## src/rtl/qmax_argmax_stream.sv

```systemverilog
// Streaming argmax over NUM_ACTIONS Q-values with legal-move masking; one beat per action index.
// Optional QMAX_LEGAL_COUNT_EN adds a legal_cnt output counting legal beats per evaluation.
module qmax_argmax_stream #(
  parameter int Q_WIDTH     = 18,
  parameter int NUM_ACTIONS = 9,
  parameter int IDX_WIDTH   = 4,
  parameter int SIGNED_Q    = 0
) (
  input  logic                 clk,
  input  logic                 rst_n,
  input  logic                 start,
  input  logic                 in_valid,
  output logic                 in_ready,
  input  logic [Q_WIDTH-1:0]   in_q,
  input  logic                 in_legal,
  output logic                 busy,
  output logic                 out_valid,
  input  logic                 out_ready,
  output logic [Q_WIDTH-1:0]   max_q,
  output logic [IDX_WIDTH-1:0] max_idx,
`ifdef QMAX_LEGAL_COUNT_EN
  output logic [IDX_WIDTH-1:0] legal_cnt,
`endif
  output logic                 none_legal
);

  typedef enum logic [1:0] {IDLE, ACCUM, DONE} state_t;

  localparam logic [IDX_WIDTH-1:0] LAST_IDX = IDX_WIDTH'(NUM_ACTIONS - 1);

  state_t               state_q;
  logic [IDX_WIDTH-1:0] cnt_q;
  logic [Q_WIDTH-1:0]   best_q_q, best_q_d;
  logic [IDX_WIDTH-1:0] best_idx_q, best_idx_d;
  logic                 best_valid_q, best_valid_d;
  logic                 in_ready_q, busy_q, out_valid_q, none_legal_q;
  logic [Q_WIDTH-1:0]   max_q_q;
  logic [IDX_WIDTH-1:0] max_idx_q;
  logic                 beat_acc, legal_acc, q_gt, take;

  generate
    if (SIGNED_Q != 0) begin : g_signed
      assign q_gt = $signed(in_q) > $signed(best_q_q);
    end else begin : g_unsigned
      assign q_gt = in_q > best_q_q;
    end
  endgenerate

  // in_ready_q is only ever high in ACCUM, so it doubles as the state qualifier
  assign beat_acc  = in_valid & in_ready_q;
  assign legal_acc = beat_acc & in_legal;
  assign take      = legal_acc & (~best_valid_q | q_gt);

  always_comb begin
    best_q_d     = take ? in_q  : best_q_q;
    best_idx_d   = take ? cnt_q : best_idx_q;
    best_valid_d = best_valid_q | legal_acc;
  end

`ifdef QMAX_LEGAL_COUNT_EN
  logic [IDX_WIDTH-1:0] legal_cnt_q, legal_cnt_d;
  assign legal_cnt_d = legal_cnt_q + IDX_WIDTH'(legal_acc);
  assign legal_cnt   = legal_cnt_q;
`endif

  always_ff @(posedge clk or negedge rst_n) begin
    if (!rst_n) begin
      state_q      <= IDLE;
      cnt_q        <= '0;
      best_q_q     <= '0;
      best_idx_q   <= '0;
      best_valid_q <= 1'b0;
      in_ready_q   <= 1'b0;
      busy_q       <= 1'b0;
      out_valid_q  <= 1'b0;
      max_q_q      <= '0;
      max_idx_q    <= '0;
      none_legal_q <= 1'b0;
`ifdef QMAX_LEGAL_COUNT_EN
      legal_cnt_q  <= '0;
`endif
    end else begin
      case (state_q)
        IDLE: begin
          if (start) begin
            state_q      <= ACCUM;
            cnt_q        <= '0;
            best_q_q     <= '0;
            best_idx_q   <= '0;
            best_valid_q <= 1'b0;
            in_ready_q   <= 1'b1;
            busy_q       <= 1'b1;
`ifdef QMAX_LEGAL_COUNT_EN
            legal_cnt_q  <= '0;
`endif
          end
        end
        ACCUM: begin
          if (beat_acc) begin
            cnt_q        <= cnt_q + IDX_WIDTH'(1);
            best_q_q     <= best_q_d;
            best_idx_q   <= best_idx_d;
            best_valid_q <= best_valid_d;
`ifdef QMAX_LEGAL_COUNT_EN
            legal_cnt_q  <= legal_cnt_d;
`endif
            // The final beat folds straight into the registered result
            if (cnt_q == LAST_IDX) begin
              state_q      <= DONE;
              in_ready_q   <= 1'b0;
              out_valid_q  <= 1'b1;
              max_q_q      <= best_q_d;
              max_idx_q    <= best_idx_d;
              none_legal_q <= ~best_valid_d;
            end
          end
        end
        DONE: begin
          if (out_ready) begin
            state_q     <= IDLE;
            out_valid_q <= 1'b0;
            busy_q      <= 1'b0;
          end
        end
        default: state_q <= IDLE;
      endcase
    end
  end

  assign in_ready   = in_ready_q;
  assign busy       = busy_q;
  assign out_valid  = out_valid_q;
  assign max_q      = max_q_q;
  assign max_idx    = max_idx_q;
  assign none_legal = none_legal_q;

endmodule

```

## config.mk

```make
export PLATFORM = sky130hd
export DESIGN_NAME = qmax_argmax_stream
export DESIGN_NICKNAME = d
export VERILOG_FILES = /design/src/rtl/qmax_argmax_stream.sv
export SDC_FILE = /design/constraint.sdc
export NUM_CORES = 1
export LEC_CHECK = 0
export CAP_MARGIN = 5
export CORE_AREA = 2 2 72 81
export DETAILED_ROUTE_END_ITERATION = 6
export DIE_AREA = 0 0 74 83
export PLACE_DENSITY_LB_ADDON = 0.08
export SLEW_MARGIN = 25
export SYNTH_ARGS = -nofsm -noshare
export SYNTH_HDL_FRONTEND = slang
export SYNTH_SLANG_ARGS = --single-unit
```

## constraint.sdc

```tcl
create_clock -name clk -period 5.5 [get_ports clk]
set_input_delay 0.825 -clock clk [delete_from_list [all_inputs] [get_ports clk]]
set_output_delay 0.825 -clock clk [all_outputs]
set_load 0.05 [all_outputs]
```

==> results.cfg, run 1 <==
[hold_path]
hold_class = reg -> reg
min-delay-start = max_idx[2]

[cells_and_area]
nets = 386
fillCellCount = 449
design_area_um2 = 3507
drive_gt1_share_pct = 6.725
area_growth_pct = 19.79
antenna_cells = 0

[placement]
hpwl_mm = 4.375
place_area_um2 = 3412
gp_congestion = 0.7945
io_buffers = 49

[critical_path]
crit_slowest_cell = nor3_4
crit_arrival_ns = 3.74
crit_family = simple AND/OR/NAND/NOR gates
crit_path_end_kind = flop
worstPathCellList = clkdlybuf4s50_1 -> ha_1 -> nand4_1 -> nor3_1 -> nor2_1 -> a21o_1 -> nor3_4 -> a22o_2
slowest_delay_ns = 0.83
crit_type = in -> reg
r2r-start = best_q_q[15]
crit_required_ns = 5.75
critPathLaunchType = input pin
crit_buf_inv = 1
path_max_fanout = 22
crit_start = in_q[15]

[logic_synthesis]
synth_area_um2 = 2928
synth.area.mux_share_pct = 0
ys_types = 37
synthCells = 301
synthXorXnorAreaFrac_pct = 0.5983
synth_nets = 345
synth_adder_area_share_pct = 8.547
ys_top_cells_by_area = dfrtp_1 47%, ha_1 8.5%, a22o_1 6.0%, a21oi_1 5.5%, o21ai_0 5.1%
yosysWarningCount = 0
synth_area_leader_cell = dfrtp_1
ys_seq_elements = 55
synth_compound_area_share_pct = 25.94
synth_top_family_by_area = compound AO/OA/AOI/OAI gates
ys_seq_area_share_pct = 47.01
synth.avg_cell_area_um2 = 9.727
synth_top_cell_area_share_pct = 47.01
yosys.area_share.simple_pct = 10.68

[route]
routed-via-count = 2408
drt_first_pass_iters = 4
drt_iter0_drc = 94
viasPerCell = 5.775
wl_per_cell_um = 15.54
drc = 0
ant_nets = 0
drt_wl_total_mm = 6.480

[clock_network]
ctsHoldBuffers = 0
cts-root-buf = clkbuf_8
ctsResizeCount = 0
cts_buffers = 5
clk_pin_slew_ns = 0.10
postCtsSetupRepairBufs = 0
clock_path_buffers = 2
htreeDepth = 2
cts_tree = done
clock-sinks = 55
clk_latency_ns = 0.30

[global_routing]
grtUsageTotal_pct = 22.73
globalRouteOverflowTotal = 0
antenna_found_initial = 0
grt_max_degree = 56
grt_pass1_vias = 2445
grt_first_pass_wirelength_mm = 11.18

[flow_run]
drv_cap = 0

[die]
fp-row-count = 28
io_pins = 50
die_h_um = 83
core-area_um2 = 5290
dieWidth_um = 74
die_area_um2 = 6142
initial_core_util_pct = 55.35

[sta]
period_share_pct = 63.41
hold_viol_final = 0
period_needed_ns = 3.487
finalSetupTns_ns = 0
slew_violations = 0
fmax_ghz = 0.2868
rsz0062_at_grt = no
setup_violations = 0
fin_worst_skew_ns = 0.005671
maxSlewHeadroom_pct = 40.14
worst_slew_pin_slew_ns = 0.8951

[power]
ir_worst_vdd_mv = 0.3332
leakage_nw = 1.516
power_density_nw_per_um2 = 593.0
p_total_mw = 2.080

[status]
outcome = complete, no violations
## Yosys cell counts, drive strengths merged
cell type / n
or3: 2
a211oi: 1
a21oi: 33
nand2: 11
a22o: 22
nor2: 31
nand3b: 2
or2: 1
ha: 20
a21o: 3
and3: 1
or4: 1
a31oi: 22
xor2: 2
buf: 10
o21ai: 31
o21a: 1
a221o: 1
clkbuf: 8
dfrtp: 55
nor3: 6
a31o: 1
nand3: 2
o31ai: 2
nor4: 1
inv: 25
and2: 1
nor3b: 1
nand4: 2
and4: 1
o21bai: 1
## cell type report
type | instances | area [um2] | share of cell area [%]
clock buffer | 6 | 82.58 | 2.355
sequential | 55 | 1376 | 39.24
inverter | 25 | 93.84 | 2.676
multi-input combinational | 203 | 1348 | 38.42
tap | 75 | 93.84 | 2.676
timing repair buffer | 52 | 508.0 | 14.48
clock inverter | 1 | 5.005 | 0.1427
## sequential cells by signal, indices dropped and copies added, names as in the netlist
register      count
max_idx           4
best_idx_q        4
max_q            18
out_valid         1
in_ready          1
none_legal        1
cnt_q             4
busy              1
best_q_q         18
best_valid_q      1
state_q           2
## cells in the final DEF, fill, tap and decap left out, types with 3 or more instances in the layout
cell type and instances:
clkdlybuf4s50_1 48, nand2_1 11, clkbuf_8 6, inv_1 25, o21ai_0 30, nor3_1 4, a31oi_1 22, a22o_1 20
buf_4 3, a21oi_1 32, ha_1 20, a21o_1 3, dfrtp_1 55, nor2_1 31
## worst min-delay path: stages (launching register included)
cell     delay (ns)
dfrtp_1        0.35
nand2_1        0.05
o21ai_0        0.06
## final timing paths
kind,depth (start not counted),to,slack (ns)
min in group asynchronous,2,max_q[9],0.64
worst min register to register,2,max_idx[2],0.49
max in group asynchronous,2,state_q[1],4.39
worst max register to register,8,best_q_q[7],2.60
worst min-delay path,2,max_idx[2],0.49
worst max-delay path,8,best_q_q[7],2.01
## cells by family (layout without fill, tap and decap cells)
group	after synthesis	in the layout
buffers and inverters	43	84
XOR/XNOR	2	2
adder cells (fa/ha/maj)	20	20
flip-flops	55	55
AND/OR/NAND/NOR	63	63
AO/OA/AOI/OAI	118	118
## layer usage
layer  vias up  global-route usage (%)  wire (um)
li1       1165                       -          -
met1      1193                   30.95       3059
met2        43                   37.01       3110
met4         0                   7.438         76
met5         -                       0          0
met3         7                   3.034        233
## report_power, final
part,internal [mW],switching (mW)
sequential,0.587,0.125
clock,0.0992,0.128
combinational,0.411,0.730
total,1.10,0.983
## metrics by stage
step	worst slack, ns	std cells	hold slack, ns	utilization [%]
finish	2.013	417	0.4887	66.30
global route	1.832	417	0.5282	66.30
CTS	2.013	417	0.5005	66.15
detailed placement	1.701	410	0.4790	64.50
global placement	1.802	410	0.4611	64.50
floorplan	2.901	301	0.4655	-
(Power assumes the default switching activity.)
==> inputs of run 2 (changes only) <==
Settings changed: CORE_AREA 2 2 72 81 to 2 2 78 87, DIE_AREA 0 0 74 83 to 0 0 80 89.
Clock period 5.5 ns to 3.05 ns, I/O delays scaled along.
==> results.cfg, run 2 (synthesis results as in run 1) <==
[status]
outcome = complete, no violations

[critical_path]
crit_required_ns = 3.29
crit_family = compound AO/OA/AOI/OAI gates
crit_arrival_ns = 3.08
crit_path_end_kind = flop
worstPathCellList = clkdlybuf4s50_1 -> ha_1 -> nand4_1 -> nor3_1 -> nor2_1 -> a21oi_1 -> buf_4 -> a31oi_1 -> a21oi_1
crit_path_frequent_cell = a21oi_1
rr_worst_depth = 9
crit_buf_inv = 2
path_max_fanout = 9
crit_slowest_cell = a21oi_1
slowest_delay_ns = 0.69
path_depth = 9
r2r-start = best_q_q[15]
rr_endpoint = max_q[1]
crit_type = in -> reg
ff2ff_setup_slack_ns = 0.37
critPathLaunchType = input pin

[power]
power_density_nw_per_um2 = 1044
ir_worst_vdd_mv = 0.4947
p_total_mw = 3.820
leakage_nw = 1.603

[placement]
hpwl_mm = 4.685
placed_cells = 433
dp_slack_ns = -0.2734
io_buffers = 49
place_area_um2 = 3553
gp_congestion = 0.7842

[sta]
period_share_pct = 93.06
rsz0062_at_grt = no
period_needed_ns = 2.838
slew_violations = 0
worst_slew_pin_slew_ns = 0.8899
setup_violations = 0
fin_worst_skew_ns = 0.01265
maxSlewHeadroom_pct = 40.67
fmax_ghz = 0.3523
hold_viol_final = 0
timing.final.ws_setup_ns = 0.2118

[die]
fp-row-count = 30
die_area_um2 = 7120
core-area_um2 = 6156
die_h_um = 89
dieWidth_um = 80
io_pins = 50
initial_core_util_pct = 47.56

[clock_network]
clock_path_buffers = 2
htreeDepth = 2
cts_buffers = 5
clk_pin_slew_ns = 0.10
cts-root-buf = clkbuf_8
clk_latency_ns = 0.32
cts_tree = done
clock-sinks = 55
postCtsSetupRepairBufs = 0

[cells_and_area]
final_cell_mix = 55 x dfrtp_1, 48 x clkdlybuf4s50_1, 32 x a21oi_1
drive_gt1_share_pct = 11.33
nets = 405
design_area_um2 = 3659
antenna_cells = 0
layout_commonest_cell = dfrtp_1
layout.cells.non_filler = 442
area_growth_pct = 24.96
finish.utilization_pct = 59.43

[global_routing]
grt_pass1_vias = 2240
grt_first_pass_wirelength_mm = 11.14
grt_max_degree = 33
grtUsageTotal_pct = 20.27
antenna_found_initial = 0
globalRouteOverflowTotal = 0

[hold_path]
hold_class = in -> async

[route]
ant_nets = 0
routed-via-count = 2412
drt_iter0_drc = 127
wl_per_cell_um = 15.50
drt_wl_total_mm = 6.849
drt_first_pass_iters = 5
drc = 0
viasPerCell = 5.457

[flow_run]
drv_cap = 0
run 2: power breakdown:
part / switching, mW / leakage [nW] / internal (mW) / total, mW
clock: 0.241 / 0.0422 / 0.162 / 0.403
combinational: 1.34 / 0.857 / 0.796 / 2.13
sequential: 0.227 / 0.703 / 1.06 / 1.28
run 2: layout make-up:
type | instances | area, um2
multi-input combinational | 204 | 1364
clock inverter | 1 | 5.005
sequential | 55 | 1376
timing repair buffer | 70 | 643.1
clock buffer | 7 | 76.32
fill | 561 | 2497
tap | 80 | 100.1
inverter | 25 | 93.84
run 2: worst max path at each step:
stage	end	slack (ns)	from
3_3_place_gp	best_q_q[7]	-0.27	in_q[8]
3_5_place_dp	best_q_q[8]	-0.27	in_q[8]
6_report	max_q[1]	0.21	in_q[16]
4_1_cts	best_q_q[8]	0.05	in_q[8]
5_1_grt	max_q[0]	0.06	in_q[16]
2_1_floorplan	max_q[10]	0.82	in_q[15]
run 2: metrics by stage:
step / setup TNS [ns] / hold slack, ns
after global placement: -6.381 / 0.4816
after CTS: 0 / 0.1377
after detailed placement: -6.512 / 0.4792
after global routing: 0 / 0.1589
after floorplan: 0 / 0.1619
final: 0 / 0.1216
run 2: routing by layer:
metal	up-vias	track usage (%)	wire [um]
met2	54	32.12	3135
met4	0	6.009	105
li1	1203	-	-
met3	7	3.333	250
met1	1148	28.87	3358
met5	-	0	0
run 2: timing repair:
action                     4_1_cts  5_1_grt
setup endpoints to repair        0       22
hold buffers                     0        0
gates resized for setup          0        1
==> inputs of run 3 (changes only) <==
Settings changed: CAP_MARGIN 5 to unset, CTS_CLUSTER_DIAMETER set to 80, REMOVE_ABC_BUFFERS set to 1.
==> results.cfg, run 3 (synthesis results as in run 1) <==
[sta]
fin_worst_skew_ns = 0.009638
rsz0062_at_grt = no
maxSlewHeadroom_pct = 40.40
hold_viol_final = 0
worst_slew_pin_slew_ns = 0.8940
period_needed_ns = 2.751
period_share_pct = 90.19
setup_violations = 0
slew_violations = 0
finalSetupTns_ns = 0
fmax_ghz = 0.3635

[cells_and_area]
final_cell_mix = 55 x dfrtp_1, 48 x clkdlybuf4s50_1, 32 x a21oi_1
seq_area_um2 = 1376
nets = 409
area_growth_pct = 27.22
antenna_cells = 0
fillCellCount = 539
multiInputGateArea_um2 = 1364
layout_commonest_cell = dfrtp_1
drive_gt1_share_pct = 12.84
design_area_um2 = 3725

[critical_path]
path_max_fanout = 21
crit_required_ns = 3.28
critPathLaunchType = input pin
crit_slowest_cell = or4_4
crit_arrival_ns = 2.98
slowest_delay_ns = 0.54
rr_worst_depth = 10
crit_type = in -> reg
worstPathCellList = clkdlybuf4s50_1 -> ha_1 -> a211oi_2 -> nor2_1 -> buf_4 -> or4_4 -> o21ai_4 -> buf_4 -> o21ai_0 -> o21ai_0
crit_path_end_kind = flop

[clock_network]
cts_tree = done
cts-root-buf = clkbuf_8
clock_path_buffers = 2
htreeDepth = 2
clk_latency_ns = 0.32
postCtsSetupRepairBufs = 0
cts_buffers = 5
clk_pin_slew_ns = 0.10
clock-sinks = 55

[route]
ant_nets = 0
viasPerCell = 5.574
drc = 0
wl_per_cell_um = 16.54
drt_iter0_drc = 86
routed-via-count = 2486
drt_first_pass_iters = 4
drt_wl_total_mm = 7.376

[die]
die_area_um2 = 7120
fp-row-count = 30
dieWidth_um = 80
die_h_um = 89
io_pins = 50
core-area_um2 = 6156
initial_core_util_pct = 47.56

[placement]
place_area_um2 = 3583
hpwl_mm = 4.875
gp_congestion = 0.7987
io_buffers = 49

[flow_run]
drv_cap = 0

[global_routing]
antenna_found_initial = 0
grt_max_degree = 35
globalRouteOverflowTotal = 0
grt_first_pass_wirelength_mm = 11.96
grt_pass1_vias = 2336
grtUsageTotal_pct = 21.84

[power]
p_comb_share_pct = 54.8
leakage_nw = 1.639
power_density_nw_per_um2 = 1070
seq_power_share_pct = 32.4
p_sw_share_pct = 46.32
pwr-share-clk_pct = 12.9
ir_worst_vdd_mv = 0.5391
p_total_mw = 3.987
p_switching_mw = 1.847
intPower_mw = 2.140

[hold_path]
hold_class = in -> async

[status]
outcome = complete, no violations
==> run 3: cell type report <==
type / instances / share of cell area [%]
timing repair buffer: 74 / 18.07
inverter: 25 / 2.519
tap: 80 / 2.687
clock inverter: 2 / 0.9405
multi-input combinational: 204 / 36.61
sequential: 55 / 36.95
clock buffer: 6 / 2.217
==> run 3: worst max-delay path, delay by kind of cell <==
family	cells	cell delay [ns]
AO/OA/AOI/OAI	4	0.70
buffers and inverters	3	0.87
adder cells (fa/ha/maj)	1	0.34
AND/OR/NAND/NOR	2	0.61
==> run 3: final timing paths <==
check / startpoint / to / slack [ns]
setup / recovery: in_q[15] / max_idx[2] / 0.30
hold / removal: rst_n / best_q_q[0] / 0.21
setup reg to reg: best_q_q[15] / max_idx[2] / 0.49
hold reg to reg: best_idx_q[2] / best_idx_q[2] / 0.52
max in group asynchronous: rst_n / max_q[15] / 2.15
min in group clk: best_idx_q[2] / best_idx_q[2] / 0.52
==> run 3: through the flow <==
step | hold WS [ns] | utilization [%] | cells | setup WS, ns
CTS | 0.2425 | 60.12 | 445 | 0.08104
floorplan | 0.1619 | - | 283 | 0.5780
global route | 0.2594 | 60.51 | 446 | 0.1241
global placement | 0.4831 | 58.21 | 437 | -0.1717
finish | 0.2135 | 60.51 | 446 | 0.2991
detailed placement | 0.4887 | 58.21 | 437 | -0.2152
==> run 3: routing by layer <==
metal | GRT usage (%) | up-vias | share of wire (%)
met5 | 0 | - | 0
met4 | 5.547 | 0 | 0.77
met3 | 3.737 | 4 | 5.1
met2 | 34.77 | 70 | 48
met1 | 31.24 | 1205 | 46
li1 | - | 1207 | -
==> run 3: power groups by stage <==
stage	registers (mW)	logic (mW)	clock network [mW]
final	1.29	2.18	0.514
after global routing	1.34	2.38	0.554
after CTS	1.29	2.17	0.525
after detailed placement	1.30	2.16	0
after global placement	1.30	2.13	0
after floorplan	1.80	0.888	0
==> run 3: repair_timing <==
action	in CTS	in global routing
setup endpoints to repair	0	22
hold buffers	0	0
resized for setup	0	1
